`config.mk`:
```
export PLATFORM = sky130hd
export DESIGN_NAME = div_32_bit_flat
export DESIGN_NICKNAME = d
export VERILOG_FILES = /design/src/rtl/div_32_bit_if.sv /design/src/rtl/div_32_bit.sv /design/src/flat_wrapper.sv
export SDC_FILE = /design/constraint.sdc
export NUM_CORES = 1
export LEC_CHECK = 0
export CORE_ASPECT_RATIO = 0.75
export CORE_MARGIN = 2
export CORE_UTILIZATION = 50
export CTS_CLUSTER_SIZE = 20
export DETAILED_ROUTE_END_ITERATION = 10
export PLACE_DENSITY = 0.72
export SLEW_MARGIN = 10
export SYNTH_ARGS = -nofsm -noshare
export SYNTH_HDL_FRONTEND = slang
export SYNTH_SLANG_ARGS = --single-unit
```
`constraint.sdc`:
```
create_clock -name clk -period 3.7 [get_ports clk]
set_clock_uncertainty 0.2 [all_clocks]
set_input_delay 0.74 -clock clk [delete_from_list [all_inputs] [get_ports clk]]
set_output_delay 0.74 -clock clk [all_outputs]
set_load 0.02 [all_outputs]
```
`src/rtl/div_32_bit_if.sv`:
```
// Request/result bundle between the MIPS control unit and the multi-cycle divider.
interface div_32_bit_if #(parameter int WIDTH = 32);
   logic             start;
   logic             signed_op;
   logic [WIDTH-1:0] a;
   logic [WIDTH-1:0] b;
   logic             busy;
   logic             done;
   logic [WIDTH-1:0] quotient;
   logic [WIDTH-1:0] remainder;
   logic             div_by_zero;

   modport master (output start, signed_op, a, b,
                   input  busy, done, quotient, remainder, div_by_zero);
   modport slave  (input  start, signed_op, a, b,
                   output busy, done, quotient, remainder, div_by_zero);
endinterface

```
`src/rtl/div_32_bit.sv`:
```
// Restoring DIV/DIVU unit: 32 shift-subtract iterations on magnitudes, then a sign-fix cycle.
module div_32_bit #(parameter int WIDTH = 32) (
   input  logic        clk,
   input  logic        reset,
   div_32_bit_if.slave bus
);
   typedef enum logic [1:0] {IDLE, RUN, FIX, DONE} state_t;

   state_t           state_q, state_d;
   logic [5:0]       cnt_q, cnt_d;
   logic [WIDTH-1:0] rem_q, rem_d;
   logic [WIDTH-1:0] dvd_q, dvd_d;
   logic [WIDTH-1:0] dsr_q, dsr_d;
   logic [WIDTH-1:0] a_q, a_d;
   logic             qneg_q, qneg_d;
   logic             rneg_q, rneg_d;
   logic             bz_q, bz_d;
   logic [WIDTH-1:0] quo_q, quo_d;
   logic [WIDTH-1:0] remo_q, remo_d;
   logic             dbz_q, dbz_d;

   logic [WIDTH:0]   shifted;
   logic [WIDTH:0]   trial;

   // Partial remainder stays below the divisor, so a 33-bit difference carries the sign correctly.
   assign shifted = {rem_q, dvd_q[WIDTH-1]};
   assign trial   = shifted - {1'b0, dsr_q};

   always_comb begin
      state_d = state_q;
      cnt_d   = cnt_q;
      rem_d   = rem_q;
      dvd_d   = dvd_q;
      dsr_d   = dsr_q;
      a_d     = a_q;
      qneg_d  = qneg_q;
      rneg_d  = rneg_q;
      bz_d    = bz_q;
      quo_d   = quo_q;
      remo_d  = remo_q;
      dbz_d   = dbz_q;
      case (state_q)
         IDLE, DONE: begin
            state_d = IDLE;
            if (bus.start) begin
               dvd_d   = (bus.signed_op && bus.a[WIDTH-1]) ? -bus.a : bus.a;
               dsr_d   = (bus.signed_op && bus.b[WIDTH-1]) ? -bus.b : bus.b;
               qneg_d  = bus.signed_op & (bus.a[WIDTH-1] ^ bus.b[WIDTH-1]);
               rneg_d  = bus.signed_op & bus.a[WIDTH-1];
               a_d     = bus.a;
               bz_d    = (bus.b == '0);
               rem_d   = '0;
               cnt_d   = '0;
               state_d = RUN;
            end
         end
         RUN: begin
            // Quotient bits shift into the dividend register as its bits are consumed.
            dvd_d = {dvd_q[WIDTH-2:0], ~trial[WIDTH]};
            rem_d = trial[WIDTH] ? shifted[WIDTH-1:0] : trial[WIDTH-1:0];
            cnt_d = cnt_q + 6'd1;
            if (cnt_q == 6'(WIDTH-1)) state_d = FIX;
         end
         FIX: begin
            if (bz_q) begin
               quo_d  = '1;
               remo_d = a_q;
            end else begin
               quo_d  = qneg_q ? -dvd_q : dvd_q;
               remo_d = rneg_q ? -rem_q : rem_q;
            end
            dbz_d   = bz_q;
            state_d = DONE;
         end
         default: state_d = IDLE;
      endcase
   end

   always_ff @(posedge clk) begin
      if (reset) begin
         state_q <= IDLE;
         cnt_q   <= '0;
         rem_q   <= '0;
         dvd_q   <= '0;
         dsr_q   <= '0;
         a_q     <= '0;
         qneg_q  <= 1'b0;
         rneg_q  <= 1'b0;
         bz_q    <= 1'b0;
         quo_q   <= '0;
         remo_q  <= '0;
         dbz_q   <= 1'b0;
      end else begin
         state_q <= state_d;
         cnt_q   <= cnt_d;
         rem_q   <= rem_d;
         dvd_q   <= dvd_d;
         dsr_q   <= dsr_d;
         a_q     <= a_d;
         qneg_q  <= qneg_d;
         rneg_q  <= rneg_d;
         bz_q    <= bz_d;
         quo_q   <= quo_d;
         remo_q  <= remo_d;
         dbz_q   <= dbz_d;
      end
   end

   assign bus.busy        = (state_q == RUN) || (state_q == FIX);
   assign bus.done        = (state_q == DONE);
   assign bus.quotient    = quo_q;
   assign bus.remainder   = remo_q;
   assign bus.div_by_zero = dbz_q;
endmodule
```
`src/flat_wrapper.sv`:
```
// flat-port wrapper written by rule: the top's interface ports become plain ports
module div_32_bit_flat 
#(parameter int WIDTH = 32)
  (clk, reset, bus_start, bus_signed_op, bus_a, bus_b, bus_busy, bus_done, bus_quotient, bus_remainder, bus_div_by_zero);
  div_32_bit_if #(.WIDTH(WIDTH)) bus_i ();
  input  logic clk;
  input  logic reset;
  input wire logic [$bits(bus_i.start)-1:0] bus_start;
  input wire logic [$bits(bus_i.signed_op)-1:0] bus_signed_op;
  input wire logic [$bits(bus_i.a)-1:0] bus_a;
  input wire logic [$bits(bus_i.b)-1:0] bus_b;
  output wire logic [$bits(bus_i.busy)-1:0] bus_busy;
  output wire logic [$bits(bus_i.done)-1:0] bus_done;
  output wire logic [$bits(bus_i.quotient)-1:0] bus_quotient;
  output wire logic [$bits(bus_i.remainder)-1:0] bus_remainder;
  output wire logic [$bits(bus_i.div_by_zero)-1:0] bus_div_by_zero;
  assign bus_i.start = bus_start;
  assign bus_i.signed_op = bus_signed_op;
  assign bus_i.a = bus_a;
  assign bus_i.b = bus_b;
  assign bus_busy = bus_i.busy;
  assign bus_done = bus_i.done;
  assign bus_quotient = bus_i.quotient;
  assign bus_remainder = bus_i.remainder;
  assign bus_div_by_zero = bus_i.div_by_zero;
  div_32_bit #(.WIDTH(WIDTH)) u_core (.clk(clk), .reset(reset), .bus(bus_i));
endmodule
```
; After elaboration in Yosys (flattened, before gate mapping)
; Cells that the tools add are included.
[word_totals]
out_inout_bits = 67
inputBits = 68
word_cells = 53
register_bits = 204
[classes]
n_addsub = 6
eq_ne = 6
reduce_logical = 9
mux = 16
n_bitwise = 4
[op_table]
columns = cell, n
row1 = $mux W32, 9
row2 = $neg A32 Y32, 4
row3 = $pmux W32 S2, 2
row4 = $sub A33 B32 Y33, 1
row5 = $logic_not A32 Y1, 1
row6 = $pmux W6 S2, 1
row7 = $add A6 B1 Y6 const B, 1
row8 = $eq A6 B5 Y1 const B, 1
row9 = $mux W6, 1
row10 = $pmux W2 S3, 1
row11 = $eq A2 B2 Y1 const B, 2
row12 = $reduce_and A2 Y1, 2
row13 = $and A1 B1 Y1, 2
row14 = $eq A2 B1 Y1 const B, 1
row15 = $logic_and A1 B1 Y1, 2
row16 = $logic_not A2 Y1, 1
row17 = $mux W2, 1
row18 = $ne A2 B1 Y1 const B, 1
row19 = $ne A2 B2 Y1 const B, 1
row20 = $reduce_bool A2 Y1, 1
row21 = $reduce_or A2 Y1, 1
row22 = $logic_or A1 B1 Y1, 1
row23 = $mux W1, 1
row24 = $not A1 Y1, 1
row25 = $xor A1 B1 Y1, 1

; Logic depth before layout (Yosys ltp)
; Gate-level depths: netlist of the first run.
[logic_depth]
depth_word = 4
mapped_depth = 14

; Worst setup path after synthesis of the first run
; Ideal clock, no wire load.
[synth_path]
path_kind = input port to flip-flop
startpoint = in bus_b[12]
endpoint = reg u_core.dsr_q[29]
setup_time_ps = 70
cell_stages = 8
setup_slack_ps = 560
required_ps = 3430
arrival_time_ps = 2869
path_cell_list = or4_1 > or4_1 > nor3_2 > nand2_1 > o41ai_1 > xnor2_1 > nand2_1 > a21oi_1
[synth_via]
elab_chain_len = 2
[synth_rtl]
columns = item, line_no
row1 = from (decl), flat_wrapper.sv:11  ; input wire logic [$bits(bus_i.b)-1:0] bus_b;
row2 = $neg A32 Y32, div_32_bit.sv:47  ; dsr_d = (bus.signed_op && bus.b[WIDTH-1]) ? -bus.b : bus.b;
row3 = $mux W32, div_32_bit.sv:47
row4 = to (signal assigned), div_32_bit.sv:98  ; dsr_q <= dsr_d;
row5 = to (decl), div_32_bit.sv:13  ; logic [WIDTH-1:0] dsr_q, dsr_d;
; No other way between the ends.
; A chain may end at the register's enable or synchronous reset.

; Worst setup path after layout of the first run
[layout_path]
startpoint = reg u_core.dvd_q[31]
endpoint = reg u_core.rem_q[5]
[layout_via]
elab_chain_len = 3
[layout_rtl]
columns = item, line_no
row1 = from (decl), div_32_bit.sv:12  ; logic [WIDTH-1:0] dvd_q, dvd_d;
row2 = from (signal assigned), div_32_bit.sv:97  ; dvd_q <= dvd_d;
row3 = $sub A33 B32 Y33, div_32_bit.sv:27  ; assign trial = shifted - {1'b0, dsr_q};
row4 = $mux W32, div_32_bit.sv:60  ; rem_d = trial[WIDTH] ? shifted[WIDTH-1:0] : trial[WIDTH-1:0];
row5 = $pmux W32 S2, div_32_bit.sv:42  ; case (state_q)
row6 = to (signal assigned), div_32_bit.sv:96  ; rem_q <= rem_d;
row7 = to (decl), div_32_bit.sv:11  ; logic [WIDTH-1:0] rem_q, rem_d;
; No other way between the ends.

==> results of run 1 <==
## Yosys cell counts, types with 21 or more instances
cell / count / share of area [%]
nand2_1: 261 / 7.9
dfxtp_1: 204 / 33
nor2_1: 142 / 4.3
o21ai_0: 102 / 4.1
clkbuf_1: 92 / 2.8
a21oi_1: 88 / 3.6
xor2_1: 76 / 5.4
xnor2_1: 70 / 4.9
inv_1: 55 / 1.7
mux2i_1: 55 / 4.4
nand3_1: 48 / 1.9
a31oi_1: 42 / 2.1
ha_1: 40 / 4.0
a211oi_1: 31 / 1.9
o22ai_1: 31 / 1.6
o31ai_1: 30 / 1.8
o41ai_1: 22 / 1.6
nor3_1: 21 / 0.85
## sequential cells by signal (all words and copies together), names as in the netlist, 2 cells and up
register / cells
u_core.rem_q: 32
u_core.bus.quotient: 32
u_core.bus.remainder: 32
u_core.dvd_q: 32
u_core.cnt_q: 6
u_core.state_q: 2
u_core.dsr_q: 32
u_core.a_q: 32
## metal layers
layer,GRT usage (%),up-vias,wire (um)
met1,40.7,5728,17200
met4,4.68,0,535
met5,0,-,0
met2,39.7,354,15200
met3,2.81,42,2110
li1,-,5916,-
## cell type report
cell class / count / area, um^2 / area share (%)
timing repair buffer: 194 / 1830 / 12.2
inverter: 55 / 206 / 1.38
clock inverter: 7 / 85.1 / 0.570
sequential: 204 / 4090 / 27.4
clock buffer: 30 / 632 / 4.23
multi-input combinational: 1239 / 7680 / 51.4
tap: 331 / 414 / 2.77
## report_power, final
group | switching, mW | internal (mW)
Combinational | 2.32 | 1.57
Clock | 0.909 | 1.33
Sequential | 0.373 | 2.65
Total | 3.61 | 5.55
## through the flow
step / instances / setup TNS [ns] / hold slack [ns] / power [mW]
floorplan: 1605 / 0 / 0.229 / 5.71
CTS: 2060 / 0 / 0.254 / 9.15
detailed placement: 2023 / -0.0222 / 0.245 / 6.90
global placement: 2023 / 0 / 0.238 / 6.81
finish: 2060 / 0 / 0.253 / 9.16
global route: 2060 / 0 / 0.272 / 9.73
## timing repair
| item | CTS | global route |
|---|---|---|
| setup endpoints to repair | 0 | 22 |
| gates resized for setup | 0 | 1 |
| hold endpoints to repair | 0 | 0 |
## how the worst min path moves through the flow
stage | from | to | slack, ns | depth (start not counted)
2_1_floorplan | u_core.a_q[31]$_SDFFE_PP0P_ | u_core.a_q[31]$_SDFFE_PP0P_ | 0.23 | 2
3_3_place_gp | u_core.a_q[31]$_SDFFE_PP0P_ | u_core.a_q[31]$_SDFFE_PP0P_ | 0.24 | 2
3_5_place_dp | u_core.a_q[31]$_SDFFE_PP0P_ | u_core.a_q[31]$_SDFFE_PP0P_ | 0.25 | 2
4_1_cts | u_core.a_q[31]$_SDFFE_PP0P_ | u_core.a_q[31]$_SDFFE_PP0P_ | 0.25 | 2
5_1_grt | u_core.dsr_q[29]$_SDFFE_PP0P_ | u_core.dsr_q[29]$_SDFFE_PP0P_ | 0.27 | 2
6_report | u_core.a_q[31]$_SDFFE_PP0P_ | u_core.a_q[31]$_SDFFE_PP0P_ | 0.25 | 2
## kinds of logic after synthesis
kind of cell    count (synthesis)  synth area share, %
mux                            55                 4.44
fa+ha+maj                      41                 4.20
compound gates                422                 21.9
xor+xnor                      146                 10.3
simple gates                  575                 20.9
buf+inv                       162                 5.32
flops                         204                 33.0
## worst max-delay path: cells and delay by family (launching register included)
| family | cells | cell delay (ns) |
|---|---|---|
| compound gates | 5 | 1.04 |
| fa+ha+maj | 2 | 0.65 |
| buf+inv | 3 | 0.50 |
| flops | 1 | 0.38 |
| xor+xnor | 1 | 0.19 |
| mux | 1 | 0.17 |
| simple gates | 1 | 0.16 |
==> out/results.ini, run 1 <==
[sta]
drv_slew=0
finalCriticalPeriod_ns=3.44
setup_slack_ns=0.255
rsz0062_at_grt=no
final.period_utilization_pct=93.1
hold_viol_final=0
finalSetupViolations=0
max_slew.worst_pin.slew_ns=1.19
slew_headroom_pct=20.8
max_freq_ghz=0.290

[drt]
routed_wl_um=35000
viasPerCell=5.84
ant_nets=0
drtIter0Drc=1074
drc=0
vias=12000
wl_per_cell_um=17.0
drt_first_pass_iters=5

[die]
fp-row-count=49
io_pins=135
start_util_pct=51.3
die-area_mm2=0.0261
dieHeight_um=140
core_mm2=0.0242
die_w_um=186

[placement]
dp_hpwl_um=25600
placed_area_mm2=0.0142
pre_cts_slack_ns=-0.0222
port_buffers=134
gp_congestion=0.941

[synthesis]
ys_seq_area_share_pct=33.0
synth_edf_count=0
synth_seq_cells=204
postSynthCellCount=1605
synth_flop_cell=dfxtp_1
ys_warn_count=0
ys_async_sr_fraction_pct=0
synth_cell_types=68
syn_nets=1714
netlist_area_mm2=0.0124
synth.avg_cell_area_um2=7.72

[layout]
area_growth_pct=20.5
final_cell_mix=261 x nand2_1, 203 x dfxtp_1, 141 x nor2_1
post-route-cell-area_mm2=0.0149
fill_cells=2204
final_common_cell=nand2_1
drive_above_1_share_pct=7.11
utilization_pct=61.8
diodes=0
nets=1825

[setup_path]
rrSetupSlack_ns=0.26
critPathLaunch=u_core.dvd_q[31]$_SDFFE_PP0P_
crit_type=reg2reg
worstPathCellList=inv_1 > ha_1 > fa_1 > nor2b_1 > o31ai_1 > a211oi_2 > o21ai_0 > a21o_1 > xnor2_2 > buf_12 > buf_4 > mux2i_1 > o21ai_0
cp_data_arrival_time_ns=3.62
required_ns=3.87
crit_top_cell=o21ai_0
critPathMaxStageDelay_ns=0.41
crit_fanout=15
crit_slowest_cell=fa_1
crit_path_start_kind=flip-flop
rr_endpoint=u_core.rem_q[5]$_SDFFE_PP0P_
worstRegToRegCells=13
crit_end=u_core.rem_q[5]$_SDFFE_PP0P_
r2r-start=u_core.dvd_q[31]$_SDFFE_PP0P_
crit_path_end_kind=flip-flop

[clock_tree]
cts_hold_buf=0
cts_tree=done
clk_latency_ns=0.51
cts_max_level=1
postCtsSetupRepairBufs=0
cts.sinks=204
cts-root-buf=clkbuf_16
cts_max_path_buffers=3
path_clk_slew_ns=0.06
cts_buffers=22

[worst_hold_path]
holdCritPathClass=reg2reg

[pwr]
cellLeakagePower_nw=5.59
ir_drop_mv=0.400
p_per_area_mw_per_mm2=613

[global_route]
grtUsageTotal_pct=26.4
grt_pass1_wl_um=56600
overflow=0
grt_pass1_vias=10900
antenna_found_initial=0
grt_max_degree=80

[run_status]
status=complete, no violations

[run]
cap_violations=0

Power figures use the tool's default switching activity.
==> run 2: changes to the inputs <==
Settings changed: SETUP_SLACK_MARGIN set to 0.4.
==> run 2 against run 1 <==
  * Die area unchanged
  * First-iteration DRC count decreased by 0.19%
  * Sequential power about the same
  * Non-clock buffer count increased by 4
==> out/results.ini, run 2 (same netlist as run 1, synthesis figures left out) <==
[die]
die_w_um=186  ; unchanged
dieHeight_um=140  ; unchanged
fp-row-count=49  ; unchanged
die-area_mm2=0.0261  ; unchanged
start_util_pct=51.3  ; unchanged
core_mm2=0.0242  ; unchanged
io_pins=135  ; unchanged

[drt]
drc=0  ; unchanged
drt_first_pass_iters=5  ; unchanged
routed_wl_um=35200  ; +0.59%
wl_per_cell_um=17.1  ; +0.39%
vias=12100  ; +0.49%
drtIter0Drc=1072  ; -0.19%
viasPerCell=5.86  ; +0.30%
ant_nets=0  ; unchanged

[clock_tree]
cts_tree=done
cts.sinks=204  ; unchanged
path_clk_slew_ns=0.06  ; about the same
cts_max_path_buffers=3  ; unchanged
cts_buffers=22  ; unchanged
cts-root-buf=clkbuf_16
clk_latency_ns=0.51  ; about the same
cts_max_level=1  ; unchanged
cts_hold_buf=0  ; unchanged

[placement]
pre_cts_slack_ns=-0.0222  ; unchanged
dp_hpwl_um=25600  ; unchanged
placed_area_mm2=0.0142  ; unchanged
gp_congestion=0.941  ; unchanged
place_inst=2023  ; unchanged
port_buffers=134  ; unchanged

[setup_path]
required_ns=3.94  ; +0.07 ns
crit_type=in2reg
crit_path_end_kind=flip-flop
crit_path_start_kind=input port
worstPathCellList=clkdlybuf4s50_1 > or4_1 > or4_4 > nor4_4 > nand2_1 > o21ai_0 > xnor2_1 > nand2_1 > a31oi_1
crit_fanout=4  ; -11
critPathMaxStageDelay_ns=0.64  ; +0.23 ns
cp_data_arrival_time_ns=3.41  ; -0.21 ns
crit_slowest_cell=or4_1
crit_top_cell=nand2_1

[pwr]
ir_drop_mv=0.406  ; +1.5%
combPwrFrac_pct=42.8  ; +0.2 points
cellLeakagePower_nw=5.63  ; +0.71%
p_per_area_mw_per_mm2=611  ; -0.33%
seqPwrFrac_pct=32.8  ; -0.2 points
internal_power_mw=5.57  ; +0.38%
switching_share_pct=39.5  ; +0.089 points
clockPowerShare_pct=24.4  ; about the same
switchingPower_mw=3.63  ; +0.75%

[layout]
post-route-cell-area_mm2=0.0151  ; +0.85%
nets=1829  ; +0.22%
stdcell_count=2064  ; +0.19%
fill_cells=2196  ; -0.36%
drive_above_1_share_pct=8.08  ; +0.96 points
multiInputGateArea_mm2=0.00774  ; +0.85%
area_growth_pct=21.5
final_cell_mix=261 x nand2_1, 201 x dfxtp_1, 141 x nor2_1
seq_area_mm2=0.00409  ; about the same
diodes=0  ; unchanged
final_common_cell=nand2_1

[global_route]
grtUsageTotal_pct=26.4  ; about the same
grt_pass1_wl_um=56600  ; about the same
overflow=0  ; unchanged
grt_pass1_vias=10900  ; +0.046%
antenna_found_initial=0  ; unchanged
grt_max_degree=80  ; unchanged

[sta]
max_freq_ghz=0.315  ; +8.6%
max_slew.worst_pin.slew_ns=1.18  ; -0.0126 ns
rsz0062_at_grt=yes
slew_headroom_pct=21.7  ; +0.84 points
drv_slew=0  ; unchanged
final.period_utilization_pct=85.7  ; -7.4 points
setup_slack_ns=0.528  ; +0.273 ns
finalSetupViolations=0  ; unchanged
finalCriticalPeriod_ns=3.17  ; -0.273 ns
hold_viol_final=0  ; unchanged

[worst_hold_path]
holdCritPathClass=reg2reg

[run]
cap_violations=0  ; unchanged

[run_status]
status=complete, no violations

## run 2: cell count changes in the layout (fill, tap and decap cells not counted), sizes merged
cell	before	now
buf	61	64
clkbuf	30	31
## run 2: timing repair
action                                  4_1_cts  5_1_grt
pin swaps                                     1        6
buffers inserted                              0        3
endpoints found under the setup margin       33       42
gates cloned                                  0        1
resized for setup                             5       19
## run 2: path summary, 6_finish.rpt
| check | startpoint | to | slack (ns) | depth (start not counted) |
|---|---|---|---|---|
| min | u_core.a_q[31]$_SDFFE_PP0P_ | u_core.a_q[31]$_SDFFE_PP0P_ | 0.25 | 2 |
| max reg2reg | u_core.rem_q[18]$_SDFFE_PP0P_ | u_core.rem_q[5]$_SDFFE_PP0P_ | 0.54 | 11 |
| max | bus_a[2] | u_core.dvd_q[28]$_SDFFE_PP0P_ | 0.53 | 9 |
| min reg2reg | u_core.a_q[31]$_SDFFE_PP0P_ | u_core.a_q[31]$_SDFFE_PP0P_ | 0.25 | 2 |
## run 2: final cells by class
type	count	share of cell area, %
multi-input combinational	1239	51.4
clock buffer	30	4.20
inverter	55	1.37
tap	331	2.75
timing repair buffer	198	12.5
clock inverter	7	0.565
sequential	204	27.2
## run 2: through the flow
stage                     util [%]  TNS [ns]  total power [mW]  hold WS (ns)
final                         62.3         0              9.20         0.253
after floorplan                  -         0              5.71         0.229
after global placement        58.8         0              6.81         0.238
after CTS                     61.8         0              9.15         0.254
after global routing          62.3         0              9.77         0.272
after detailed placement      58.8   -0.0222              6.90         0.245
## run 2: power groups by stage
stage / combinational [mW] / clock [mW] / sequential (mW)
4_1_cts: 3.87 / 2.27 / 3.02
6_report: 3.94 / 2.24 / 3.02
5_1_grt: 4.33 / 2.36 / 3.08
3_3_place_gp: 3.77 / 0 / 3.05
2_1_floorplan: 2.59 / 0 / 3.12
3_5_place_dp: 3.84 / 0 / 3.06
## run 2: layer usage
layer	wire (um)	track usage, %	vias to the layer above
met4	538	4.68	0
met3	2080	2.81	42
li1	-	-	5935
met2	15200	39.7	361
met1	17400	40.7	5761
met5	0	0	-
## run 2: worst max-delay path: cells and delay by family
family | cells | cell delay (ns)
buffers and inverters | 1 | 0.42
AOI/OAI and AO/OA | 2 | 0.35
and+or+nand+nor | 5 | 1.75
xor gates and xnor gates | 1 | 0.15
==> run 3: changes to the inputs <==
Settings changed: PLACE_DENSITY 0.72 to 0.75.
Clock period 3.7 ns to 2.9 ns, I/O delays scaled along.
==> run 3 against run 2 <==
  * Global-route usage increased by 3.0 points
  * Critical endpoint is now u_core.rem_q[14]$_SDFFE_PP0P_
  * Count of clock-buffer cells in the layout increased by 3
  * Critical path type is now reg2reg
  * The run now ends with setup timing left
  * Non-clock buffer count increased by 151
==> out/results.ini, run 3 (same netlist as run 1, synthesis figures left out) <==
[sta]
drv_slew=0  ; unchanged
fin_hold_ws_ns=0.254  ; +0.00130 ns
finalCriticalPeriod_ns=3.11
final.period_utilization_pct=107
setup_slack_ns=-0.209  ; -0.738 ns
slew_headroom_pct=46.7  ; +25 points
rsz0062_at_grt=yes
finalSetupViolations=34  ; +34
max_freq_ghz=0.322
max_slew.worst_pin.slew_ns=0.800  ; -0.375 ns
hold_viol_final=0  ; unchanged

[die]
core_mm2=0.0242  ; unchanged
die_w_um=186  ; unchanged
io_pins=135  ; unchanged
die-area_mm2=0.0261  ; unchanged
dieHeight_um=140  ; unchanged
fp-row-count=49  ; unchanged
start_util_pct=51.3  ; unchanged

[placement]
place_inst=2155  ; +6.5%
pre_cts_slack_ns=-0.591  ; -0.569 ns
gp_congestion=0.943  ; +0.24%
port_buffers=134  ; unchanged
placed_area_mm2=0.0155  ; +9.3%
dp_hpwl_um=27500  ; +7.4%

[worst_hold_path]
holdCritPathClass=reg2reg

[global_route]
grt_max_degree=171  ; +110%
grtUsageTotal_pct=29.4  ; +3.0 points
grt_pass1_wl_um=62700  ; +11%
grt_pass1_vias=12200  ; +12%
antenna_found_initial=0  ; unchanged
overflow=0  ; unchanged

[layout]
post-route-cell-area_mm2=0.0171  ; +13%
final_common_cell=nand2_1
area_growth_pct=37.9
diodes=0  ; unchanged
fill_cells=1881  ; -14%
final_cell_mix=254 x nand2_1, 195 x buf_4, 194 x dfxtp_1
drive_above_1_share_pct=21.2  ; +13 points
stdcell_count=2217  ; +7.4%
nets=1981  ; +8.3%

[drt]
drtIter0Drc=1160  ; +8.2%
drt_first_pass_iters=5  ; unchanged
routed_wl_um=39800  ; +13%
drc=0  ; unchanged
wl_per_cell_um=17.9  ; +5.0%
vias=13200  ; +8.9%
viasPerCell=5.95  ; +1.4%
ant_nets=0  ; unchanged

[setup_path]
r2r-start=u_core.dvd_q[31]$_SDFFE_PP0P_
crit_path_start_kind=flip-flop
critPathMaxStageDelay_ns=0.39  ; -0.25 ns
critPathLaunch=u_core.dvd_q[31]$_SDFFE_PP0P_
required_ns=3.09  ; -0.85 ns
rrSetupSlack_ns=-0.21  ; -0.75 ns
worstPathCellList=inv_4 > ha_4 > fa_2 > nor2b_4 > o31ai_4 > a211oi_4 > o21ai_2 > a21o_4 > xnor2_4 > buf_12 > buf_16 > mux2i_2 > o21ai_1
crit_type=reg2reg
crit_path_end_kind=flip-flop
crit_end=u_core.rem_q[14]$_SDFFE_PP0P_
crit_fanout=6  ; +2
worstRegToRegCells=13  ; +2
cp_data_arrival_time_ns=3.30  ; -0.11 ns
crit_slowest_cell=fa_2
rr_endpoint=u_core.rem_q[14]$_SDFFE_PP0P_

[clock_tree]
cts_hold_buf=0  ; unchanged
cts_max_level=1  ; unchanged
cts_tree=done
cts_max_path_buffers=3  ; unchanged
cts_buffers=23  ; +4.5%
cts-root-buf=clkbuf_16
cts.sinks=204  ; unchanged
clk_latency_ns=0.52  ; about the same
path_clk_slew_ns=0.06  ; about the same

[run_status]
violations=setup timing
status=complete, but fails checks

[pwr]
cellLeakagePower_nw=6.65  ; +18%
ir_drop_mv=0.505  ; +24%
p_per_area_mw_per_mm2=753  ; +23%

[run]
cap_violations=0  ; unchanged

## run 3: changes by cell type in the layout (fill, tap and decap cells not counted), sizes merged
cell,previous run,this run
buf,64,225
clkbuf,31,35
clkdlybuf4s15,0,7
clkdlybuf4s50,133,108
clkinv,5,4
dlygate4sd2,0,6
dlymetal6s2s,0,1
## run 3: power breakdown
part	total (mW)	internal [mW]	leakage, nW	switching, mW
Clock	2.97	1.78	0.375	1.20
Combinational	6.01	2.58	4.60	3.42
Sequential	3.88	3.38	1.67	0.496
Total	12.9	7.74	6.65	5.12
## run 3: worst min-delay path by stage
stage | start | end | cells after the start
global route | u_core.a_q[10]$_SDFFE_PP0P_ | u_core.a_q[10]$_SDFFE_PP0P_ | 2
CTS | bus_a[13] | u_core.a_q[13]$_SDFFE_PP0P_ | 4
floorplan | u_core.a_q[31]$_SDFFE_PP0P_ | u_core.a_q[31]$_SDFFE_PP0P_ | 2
global placement | u_core.a_q[31]$_SDFFE_PP0P_ | u_core.a_q[31]$_SDFFE_PP0P_ | 2
finish | u_core.a_q[23]$_SDFFE_PP0P_ | u_core.a_q[23]$_SDFFE_PP0P_ | 2
detailed placement | u_core.a_q[1]$_SDFFE_PP0P_ | u_core.a_q[1]$_SDFFE_PP0P_ | 2
## run 3: critical path: cells and delay by family (launching register included)
family,cells,cell delay [ns]
compound gates,5,0.87
xor+xnor,1,0.27
fa+ha+maj,2,0.55
buf+inv,3,0.34
flops,1,0.35
mux,1,0.23
simple gates,1,0.16
## run 3: what timing repair did
| action | CTS | global route |
|---|---|---|
| setup buffers | 8 | 12 |
| gates cloned | 2 | 1 |
| pin swaps | 40 | 33 |
| gates resized for setup | 123 | 66 |
| setup endpoints to repair | 80 | 84 |
## run 3: final cells by class
class                           instances  area (um^2)  share of cell area (%)
Tap cell                              331          414                    2.42
Inverter                               55          209                    1.22
Clock inverter                          6         80.1                   0.469
Sequential cell                       204         4100                    24.0
Timing Repair Buffer                  349         3140                    18.4
Clock buffer                           33          673                    3.94
Multi-Input combinational cell       1239         8470                    49.6
## run 3: layer usage
metal	GRT usage, %	routed length, um	vias to the layer above
met5	0	0	-
met2	45.5	17800	547
met1	43.1	18100	6316
li1	-	-	6233
met4	7.79	1120	0
met3	3.41	2810	85
## run 3: per-stage QoR
stage / power [mW] / utilization, % / TNS, ns
detailed placement: 9.38 / 64.3 / -15.93
finish: 12.9 / 70.7 / -4.87
global placement: 9.21 / 64.3 / -12.69
floorplan: 7.43 / - / 0
global route: 13.6 / 70.7 / -7.85
CTS: 12.5 / 68.9 / -2.60
